File: config.mk
export PLATFORM = sky130hd
export DESIGN_NAME = pong_timer
export DESIGN_NICKNAME = d
export VERILOG_FILES = /design/src/rtl/pong_pkg.sv /design/src/rtl/pong_prescaler.sv /design/src/rtl/pong_timer.sv
export SDC_FILE = /design/constraint.sdc
export NUM_CORES = 1
export LEC_CHECK = 0
export ABC_CLOCK_PERIOD_IN_PS = 2900
export CORE_MARGIN = 2
export CORE_UTILIZATION = 55
export DETAILED_ROUTE_END_ITERATION = 12
export GPL_TIMING_DRIVEN = 0
export PLACE_DENSITY = 0.76
export SETUP_SLACK_MARGIN = 0.5
export SLEW_MARGIN = 20
export SYNTH_ARGS = -nofsm -noshare
export SYNTH_HDL_FRONTEND = slang
export SYNTH_HIERARCHICAL = 1
export SYNTH_SLANG_ARGS = --single-unit
File: constraint.sdc
create_clock -name CLK -period 2.9 [get_ports CLK]
set_input_delay 0.725 -clock CLK [delete_from_list [all_inputs] [get_ports CLK]]
set_output_delay 0.725 -clock CLK [all_outputs]
set_load 0.01 [all_outputs]
File: src/rtl/pong_pkg.sv
// pong_pkg: shared timing defaults and the one-hot ball state type for the Pong datapath.
package pong_pkg;
  localparam int PRESCALE_DEF   = 50000;
  localparam int MAX_PERIOD_DEF = 16;
  localparam int MIN_PERIOD_DEF = 4;
  localparam int STEP_DEF       = 2;
  typedef enum logic [5:0] {
    INIT   = 6'b000001,
    MOVE_R = 6'b000010,
    END_R  = 6'b000100,
    MOVE_L = 6'b001000,
    END_L  = 6'b010000,
    DONE   = 6'b100000
  } state_t;
endpackage

File: src/rtl/pong_prescaler.sv
// pong_prescaler: divide-by-PRESCALE time base; unit_o marks the last clock of each unit.
module pong_prescaler
  import pong_pkg::*;
#(
  parameter int PRESCALE = PRESCALE_DEF
) (
  input  logic clk,
  input  logic rst_n,
  input  logic clr_i,
  output logic unit_o
);
  localparam int W = $clog2(PRESCALE);
  logic [W-1:0] pcnt_q, pcnt_d;
  assign unit_o = pcnt_q == W'(PRESCALE - 1);
  always_comb pcnt_d = (clr_i || unit_o) ? '0 : pcnt_q + W'(1);
  always_ff @(posedge clk or negedge rst_n)
    if (!rst_n) pcnt_q <= '0;
    else pcnt_q <= pcnt_d;
endmodule

File: src/rtl/pong_timer.sv
// pong_timer: game-speed timer producing TICK every PRESCALE*PERIOD clocks; MAXTIME/SETTIME restart it.
// Define PONG_SPEEDUP_EN to let SETTIME shorten PERIOD by STEP down to MIN_PERIOD.
module pong_timer
  import pong_pkg::*;
#(
  parameter int PRESCALE   = PRESCALE_DEF,
  parameter int MAX_PERIOD = MAX_PERIOD_DEF,
  parameter int MIN_PERIOD = MIN_PERIOD_DEF,
  parameter int STEP       = STEP_DEF,
  localparam int PW        = $clog2(MAX_PERIOD + 1)
) (
  input  logic          CLK,
  input  logic          CLRN,
  input  logic          MAXTIME,
  input  logic          SETTIME,
  output logic          TICK,
  output logic [PW-1:0] PERIOD
);
  logic restart, unit, wrap, tick_q, tick_d;
  logic [PW-1:0] ucnt_q, ucnt_d, period_q, period_d;
  if (PRESCALE < 2 || MIN_PERIOD < 1 || STEP < 1 || MAX_PERIOD < MIN_PERIOD) begin : g_bad_params
    $error("pong_timer: illegal parameter combination");
  end
  assign restart = MAXTIME | SETTIME;
  pong_prescaler #(.PRESCALE(PRESCALE)) u_pre (
    .clk   (CLK),
    .rst_n (CLRN),
    .clr_i (restart),
    .unit_o(unit)
  );
  assign wrap = unit && ucnt_q == period_q - PW'(1);
  always_comb begin
    ucnt_d = (restart || wrap) ? '0 : unit ? ucnt_q + PW'(1) : ucnt_q;
    tick_d = !restart && wrap;
  end
`ifdef PONG_SPEEDUP_EN
  // Widened compare so MIN_PERIOD+STEP never wraps against a small period.
  localparam logic [PW:0] THR = (PW + 1)'(MIN_PERIOD + STEP);
  always_comb
    period_d = MAXTIME ? PW'(MAX_PERIOD)
             : !SETTIME ? period_q
             : ({1'b0, period_q} >= THR) ? period_q - PW'(STEP)
             : PW'(MIN_PERIOD);
`else
  assign period_d = PW'(MAX_PERIOD);
`endif
  always_ff @(posedge CLK or negedge CLRN)
    if (!CLRN) begin
      tick_q   <= 1'b0;
      ucnt_q   <= '0;
      period_q <= PW'(MAX_PERIOD);
    end else begin
      tick_q   <= tick_d;
      ucnt_q   <= ucnt_d;
      period_q <= period_d;
    end
  assign TICK   = tick_q;
  assign PERIOD = period_q;
endmodule
==> results of run 1 <==
[routing by layer]
layer / global-route usage [%] / wire length [um]
met1: 21.6 / 833
met2: 32.7 / 921
met3: 2.76 / 63
met4: 10.2 / 42
met5: 0 / 0
[placed cells by master (no fill, tap or decap), types with 3 or more instances in the layout]
master and n:
nand4_1 4, nor2_1 25, ha_1 3, buf_4 5
nor4_1 4, inv_1 5, nor3_1 4, dfrtp_1 22
nand3_1 5, clkbuf_4 3, xnor2_1 14, nand2_1 5
clkdlybuf4s50_1 3, xor2_1 3, conb_1 5
[worst max path at each step]
stage	startpoint	to	slack, ns	cells past startpoint
floorplan	u_pre/pcnt_q[4]	ucnt_q[3]	1.12	6
global placement	SETTIME	u_pre/pcnt_q[8]	0.84	6
detailed placement	SETTIME	u_pre/pcnt_q[12]	0.80	6
CTS	u_pre/pcnt_q[4]	ucnt_q[3]	0.96	6
global route	u_pre/pcnt_q[0]	ucnt_q[3]	0.81	7
finish	u_pre/pcnt_q[4]	ucnt_q[3]	0.98	6
[metrics by stage]
stage          utilization [%]  cells  total power, W
2_1_floorplan                -    117        0.000333
4_1_cts                   63.3    151        0.000479
3_5_place_dp              62.2    148        0.000345
6_report                  63.1    151        0.000472
3_3_place_gp              62.2    148        0.000345
5_1_grt                   63.1    151        0.000498
[flip-flops by register name (all words and copies together), names as in the netlist]
| signal | count |
|---|---|
| TICK | 1 |
| ucnt_q | 5 |
| u_pre/pcnt_q | 16 |
[worst reg2reg max path: stages, from the launching register on]
cell	delay [ns]
dfrtp_1	0.43
or4b_1	0.54
nor4_2	0.29
buf_2	0.24
nand4_1	0.13
xor2_1	0.16
nor2_1	0.05
[cell type report]
type	count	area, um2
Tap cell	27	33.8
Fill cell	168	724
Buffer	8	65.1
Sequential cell	22	551
Timing Repair Buffer	4	35.0
Clock buffer	3	22.5
Multi-Input combinational cell	82	512
Inverter	5	18.8
[power groups by stage]
stage,clock [W],sequential (W),combinational [W]
after floorplan,0,0.000315,0.0000184
final,0.000134,0.000309,0.0000290
after detailed placement,0,0.000315,0.0000303
after global routing,0.000155,0.000309,0.0000331
after CTS,0.000140,0.000309,0.0000303
after global placement,0,0.000315,0.0000300
[cells by family (layout without fill, tap and decap cells)]
group / count (synthesis) / count (layout)
muxes: 1 / 1
and+or+nand+nor: 55 / 55
DFF: 22 / 22
adders and majority gates: 3 / 3
AOI/OAI and AO/OA: 1 / 1
xor gates and xnor gates: 17 / 17
other: 2 / 5
buffers and inverters: 13 / 20
==> summary.txt, run 1 <==
Outcome
  – Status: finished clean

Clocking
  – TritonCTS buffer count: 3
  – Number of gates resized after cts: 0
  – Reg clk slew, reported paths: 0.11 ns
  – CTS tree: done
  – Clock sink count: 22
  – Cts hold-fix bufs: 0
  – H-tree depth: 1
  – Clock latency on the worst-skew pair: 0.30 ns
  – CTS Root Cell: clkbuf_4
  – Max clock buf depth: 2
  – Postcts setup bufs: 0

Synth
  – Synth top area cells: dfrtp_1 (49%), xnor2_1 (11%), nor2_1 (8.3%)
  – Register area share after synthesis: 48.5%
  – Synth Area in XOR/XNOR: between 10% and 20%
  – Number of enable flip-flop cells after synthesis: 0
  – Warnings from Yosys: 6
  – Post-Syn Area: 1130 um2
  – Asr flop ratio synth: 100%
  – Main combinational cell family by area after synthesis: simple AND/OR/NAND/NOR gates
  – Ys flop type: dfrtp_1
  – Synth top area share: between 40% and 50%
  – Simple-Gate Fraction of Synth Area: 25.0%
  – Mapped Avg Cell Area: 9.95 um2
  – Post-synthesis compound-gate area fraction: 1.10%
  – Synth Instances: around 110
  – Top-count cell post-synth: nor2_1
  – Leading area contributor after synthesis: dfrtp_1
  – Post-synth top cells: nor2_1 (25), dfrtp_1 (22), xnor2_1 (14)
  – Adder-cell share of the synthesized area: 3.31%
  – Synth Register Bits: 22
  – Synth cell types: 24
  – Multiplexer area fraction after synthesis: 0.882%

Worst setup path
  – CP delay by family, top: simple AND/OR/NAND/NOR gates
  – Crit-path cells: or4b_1, nor4_2, buf_2, nand4_1, xor2_1, nor2_1
  – WP buf/inv: 1
  – Worst reg2reg startpoint: u_pre/pcnt_q[4]
  – Required time of the worst setup path: a little over 3 ns
  – Crit Path Category: register to register
  – CP Capture Type: register
  – Worst Path Max Fanout: 7
  – Worst reg2reg path depth: 6
  – R2R setup slack: 0.98 ns
  – Worst path max stage delay: 0.54 ns
  – Critical R2R Capture: ucnt_q[3]
  – CP arrival: 2.13 ns
  – Crit-path slowest cell: or4b_1
  – Startpoint types: register

Pwr
  – Maximum vdd ir drop: around 0.26 mV
  – Sequential share of power: between 60% and 70%
  – Sw power: 0.000103 W
  – Comb power frac: about 6.1%
  – Static Leak: between 0.5 and 0.6 nW
  – P_int: 0.000370 W
  – PwrDens: 382 nW/um2
  – Clock power share: 28.4%
  – Switching share of power: 21.8%

Drt
  – Routed vias/inst: 5.10
  – Vias after detailed routing: 770
  – Drt wl/cell: ~12 um
  – Pre-antenna DRT Iters: 4
  – Initial drt markers: 10
  – Final ANT Viol Nets: 0
  – Post-Route WL: ~1.9 mm
  – DRC Markers: 0

GRT
  – Grt total ovfl: 0
  – Initial antenna violation count: 0
  – Global-route wire length before repair: 3.41 mm
  – Vias in the first global route: just over 800
  – Gr usage total: 18.6%
  – Largest net degree at the start of global routing: 23

Die
  – Die H: 49.4 um
  – # rows: 16
  – Chip Width: 49.4 um
  – Initial core utilization: around 58%
  – Die area: about 2400 um2
  – I/O Pins: 10
  – Core area: 1960 um2

Finish
  – Layout cells sized above 1: 12.9%
  – Fin nets: between 100 and 150
  – N_diodes: 0
  – Area grow syn2layout: 9.04%
  – Post-route cell area: 1240 um2

Run
  – Maxcap violations: 0

Timing
  – Maximum clock frequency: 520 MHz
  – Unrepaired setup endpoints after global routing: false
  – Setup TNS: 0 ns
  – Slew Viols, Final: 0
  – Worst clock skew: about 0.0023 ns
  – Final WS setup: 0.975 ns
  – Final hold violations: 0
  – Hold Slack: between 0.3 and 0.4 ns
  – Post-layout min period: 1.92 ns
  – Final Cycle Share: 66.4%
  – Final Setup Violations: 0

Min path
  – Worst Hold Class: input port to async pin

Placed design
  – Pre-CTS setup slack: 0.798 ns
  – Area after DPL: ~1200 um2
  – PortBufs: 4
  – HPWL Detailed: 1.36 mm
  – GPL Wtd Cong: ~0.81
(Power assumes the default switching activity.)
==> run 2, diff against run 1 <==
Settings changed: ABC_CLOCK_PERIOD_IN_PS 2900 to 1700, CORE_UTILIZATION 55 to 50, PLACE_DENSITY 0.76 to 0.72.
Clock period 2.9 ns to 1.7 ns, I/O delays scaled along.
==> summary.txt, run 2 (synthesis results as in run 1) <==
Clocking
  – Clock sink count: 22
  – Clock latency on the worst-skew pair: 0.31 ns
  – H-tree depth: 1
  – Cts hold-fix bufs: 0
  – Max clock buf depth: 2
  – CTS tree: done
  – TritonCTS buffer count: 3
  – Reg clk slew, reported paths: 0.13 ns
  – CTS Root Cell: clkbuf_4

Outcome
  – Status: complete, but fails checks
  – Failing checks: negative setup slack

Placed design
  – Area after DPL: 1220 um2
  – GPL Wtd Cong: ~0.73
  – PortBufs: 4
  – HPWL Detailed: 1.34 mm
  – Pre-CTS setup slack: -0.171 ns
  – DP Cell Count: 149

Pwr
  – Static Leak: between 0.6 and 0.7 nW
  – Maximum vdd ir drop: approximately 0.45 mV
  – PwrDens: 682 nW/um2

Finish
  – Fin nets: 148
  – Most flop-heavy register: u_pre/pcnt_q
  – Area grow syn2layout: 30.3%
  – N_diodes: 0
  – Most frequent cells in the layout: dfrtp_1 (20), buf_4 (17), xnor2_1 (14), nor2_2 (14), nor2_1 (10)
  – Max reg flops: 16
  – Commonest non-fill, non-tap cell in the layout: dfrtp_1
  – Post-route cell area: approximately 1500 um2
  – Layout cells sized above 1: 38.6%
  – Post-Layout Cell Count: 168
  – Final core utilization: 68.2%

Worst setup path
  – Crit-path cells: or4b_4, nor4_4, or2_1, buf_6, clkbuf_16, nor2_2
  – CP Launch Point: u_pre/pcnt_q[12]
  – CP delay by family, top: simple AND/OR/NAND/NOR gates
  – Worst path max stage delay: 0.55 ns
  – Worst reg2reg startpoint: u_pre/pcnt_q[12]
  – Required time of the worst setup path: 1.92 ns
  – Worst Path Max Fanout: 7
  – WP buf/inv: 2
  – CP arrival: 2.05 ns
  – Crit-path slowest cell: or4b_4
  – Crit Path Category: register to register
  – Startpoint types: register
  – CP Capture Type: register

GRT
  – Vias in the first global route: 829
  – Grt total ovfl: 0
  – Global-route wire length before repair: 3.60 mm
  – Initial antenna violation count: 0
  – Gr usage total: roughly a fifth
  – Largest net degree at the start of global routing: 23

Drt
  – DRC Markers: 0
  – Initial drt markers: 15
  – Final ANT Viol Nets: 0
  – Vias after detailed routing: 885
  – Drt wl/cell: 13.9 um
  – Pre-antenna DRT Iters: 4
  – Routed vias/inst: 5.27
  – Post-Route WL: 2.34 mm

Die
  – I/O Pins: 10
  – # rows: 17
  – Die H: around 52 um
  – Initial core utilization: 52.3%
  – Die area: ~2700 um2
  – Chip Width: 51.6 um
  – Core area: about 2200 um2

Run
  – Maxcap violations: 0

Timing
  – Final hold violations: 0
  – Post-layout min period: 1.84 ns
  – Final Setup Violations: 20
  – Setup TNS: -2.12 ns
  – Unrepaired setup endpoints after global routing: true
  – Worst clock skew: 0.00678 ns
  – Final WS setup: -0.138 ns
  – Slew Viols, Final: 0
  – Final Cycle Share: 108%
  – Maximum clock frequency: 544 MHz

Min path
  – Worst Hold Class: input port to async pin
## run 2: cell types whose count changed in the layout (fill, tap and decap cells not counted), sizes merged
cell	delta
bufinv	+1
clkdlybuf4s50	-1
buf	+15
clkbuf	+1
## run 2: metrics by stage
step	total power, W	hold WS (ns)
after floorplan	0.000569	0.129
after detailed placement	0.000590	0.479
final	0.00101	0.0479
after CTS	0.00100	0.401
after global placement	0.000589	0.464
after global routing	0.00104	0.0768
## run 2: metal layers
layer	track usage [%]	up-vias	routed length [um]
met3	2.87	10	123
met5	0	-	0
met4	10.1	0	67
met1	22.7	426	944
li1	-	415	-
met2	32.3	34	1210
## run 2: power breakdown
part           total (W)  leakage (nW)  switching [W]  internal [W]
sequential      0.000529         0.303     0.00000308      0.000526
clock           0.000405        0.0279       0.000167      0.000238
combinational  0.0000750         0.291      0.0000370     0.0000381
## run 2: layout make-up
cell class	instances	area (um2)
buffer	8	75.1
clock buffer	3	22.5
clock inverter	1	30.0
fill	178	691
inverter	5	18.8
multi-input combinational	82	577
sequential	22	553
tap	28	35.0
timing repair buffer	19	168
## run 2: final timing paths
kind | slack [ns] | to | cells after the start
max | -0.14 | u_pre/pcnt_q[7] | 6
max in group asynchronous | 1.30 | u_pre/pcnt_q[0] | 1
max reg2reg | -0.14 | u_pre/pcnt_q[7] | 6
min reg2reg | 0.51 | u_pre/pcnt_q[0] | 1
min in group CLK | 0.51 | u_pre/pcnt_q[0] | 1
min | 0.05 | u_pre/pcnt_q[12] | 1
## run 2: what timing repair did
action | in CTS | in global routing
cloned | 0 | 1
endpoints found under the hold margin | 0 | 0
pin swaps | 2 | 5
resized for setup | 15 | 17
setup endpoints to repair | 44 | 22
setup buffers | 13 | 1
==> run 3, diff against run 2 <==
Settings changed: CORE_UTILIZATION 50 to 53, CTS_BUF_LIST set to sky130_fd_sc_hd__clkbuf_8, PLACE_DENSITY 0.72 to 0.76.
==> summary.txt, run 3 (synthesis results as in run 1) <==
Finish
  – Most flop-heavy register: u_pre/pcnt_q
  – N_diodes: 0
  – Commonest non-fill, non-tap cell in the layout: dfrtp_1
  – Layout cells sized above 1: 38.2%
  – Area grow syn2layout: 33.0%
  – Max reg flops: 16
  – Most frequent cells in the layout: dfrtp_1 (21), nor2_2 (18), xnor2_1 (14), buf_4 (11), nor2_1 (7)
  – Fin nets: 144
  – Final core utilization: 76.1%
  – Post-route cell area: 1510 um2

Outcome
  – Status: complete, but fails checks
  – Failing checks: negative setup slack

Die
  – # rows: 16
  – Initial core utilization: 57.3%
  – Die area: roughly 2500 um2
  – I/O Pins: 10
  – Core area: 1980 um2
  – Chip Width: 50.3 um
  – Die H: 50.3 um

Drt
  – Final ANT Viol Nets: 0
  – Routed vias/inst: approximately 5.4
  – Pre-antenna DRT Iters: 4
  – Drt wl/cell: 14.8 um
  – Post-Route WL: 2.42 mm
  – Initial drt markers: 21
  – Vias after detailed routing: 874
  – DRC Markers: 0

Placed design
  – GPL Wtd Cong: between 0.8 and 0.9
  – Area after DPL: 1220 um2
  – HPWL Detailed: 1.33 mm
  – PortBufs: 4

GRT
  – Initial antenna violation count: 0
  – Largest net degree at the start of global routing: 23
  – Global-route wire length before repair: around 3.8 mm
  – Vias in the first global route: 850
  – Gr usage total: 20.5%
  – Grt total ovfl: 0

Timing
  – Final Setup Violations: 21
  – Unrepaired setup endpoints after global routing: true
  – Final WS setup: -0.177 ns
  – Final hold violations: 0
  – Worst Max-Slew Pin Slew: 0.503 ns
  – Slew Viols, Final: 0
  – Post-layout min period: roughly 1.9 ns
  – Maximum clock frequency: 533 MHz
  – Relative slew slack: 66.5%
  – Final Cycle Share: 110%
  – Worst clock skew: 0.00436 ns

Clocking
  – TritonCTS buffer count: 3
  – Clock latency on the worst-skew pair: 0.26 ns
  – Clock sink count: 22
  – CTS tree: done
  – Reg clk slew, reported paths: about 0.080 ns
  – Cts hold-fix bufs: 0
  – H-tree depth: 1
  – CTS Root Cell: clkbuf_8
  – Max clock buf depth: 2

Worst setup path
  – Worst Path Max Fanout: 4
  – Worst path max stage delay: 0.54 ns
  – Required time of the worst setup path: 1.89 ns
  – WP buf/inv: 1
  – Crit-path slowest cell: or4b_4
  – Crit Path Category: register to register
  – CP Capture Type: register
  – Startpoint types: register
  – Crit-path cells: or4b_4, nor4_4, buf_4, nand4_1, xor2_1, nor2_1
  – CP delay by family, top: simple AND/OR/NAND/NOR gates
  – CP arrival: 2.07 ns

Pwr
  – PwrDens: 655 nW/um2
  – Static Leak: approximately 0.64 nW
  – Maximum vdd ir drop: roughly 0.57 mV

Run
  – Maxcap violations: 0

Min path
  – Worst Hold Class: input port to async pin
## run 3: timing repair
item | 4_1_cts | 5_1_grt
gates resized for setup | 15 | 19
gates cloned | 1 | 0
setup endpoints to repair | 44 | 22
buffers inserted | 7 | 3
pin swaps | 1 | 3
## run 3: report_power, final
part | internal, W | total, W | switching, W
logic | 0.0000461 | 0.0000856 | 0.0000395
clock network | 0.000206 | 0.000375 | 0.000169
registers | 0.000525 | 0.000527 | 0.00000231
## run 3: metal layers
metal | wire, um | track usage [%]
met1 | 984 | 23.6
met2 | 1300 | 36.2
met3 | 54 | 2.68
met4 | 82 | 11.6
met5 | 0 | 0
## run 3: path summary, 6_finish.rpt
path                       cells after the start  slack, ns             start               end
max in group asynchronous                      1       1.21              CLRN  u_pre/pcnt_q[12]
min reg2reg                                    1       0.49   u_pre/pcnt_q[0]   u_pre/pcnt_q[0]
min in group CLK                               1       0.49   u_pre/pcnt_q[0]   u_pre/pcnt_q[0]
min                                            1       0.12              CLRN              TICK
max                                            6      -0.18  u_pre/pcnt_q[13]         ucnt_q[3]
max reg2reg                                    6      -0.18  u_pre/pcnt_q[13]         ucnt_q[3]
## run 3: layout make-up
cell class                      count  area (um2)
Multi-Input combinational cell     82         592
Sequential cell                    22         552
Fill cell                         131         473
Timing Repair Buffer               15         186
Buffer                              8        71.3
Clock buffer                        4        55.1
Tap cell                           27        33.8
Inverter                            5        18.8
## run 3: metrics by stage
| stage | power, W | hold slack, ns | setup TNS (ns) | worst slack, ns | std cells |
|---|---|---|---|---|---|
| finish | 0.000988 | 0.117 | -2.87 | -0.177 | 163 |
| floorplan | 0.000569 | 0.129 | -0.0990 | -0.0528 | 117 |
| CTS | 0.000980 | 0.462 | -3.10 | -0.202 | 160 |
| global placement | 0.000589 | 0.472 | -2.12 | -0.182 | 148 |
| detailed placement | 0.000590 | 0.471 | -2.55 | -0.233 | 148 |
| global route | 0.00103 | 0.154 | -4.22 | -0.255 | 163 |
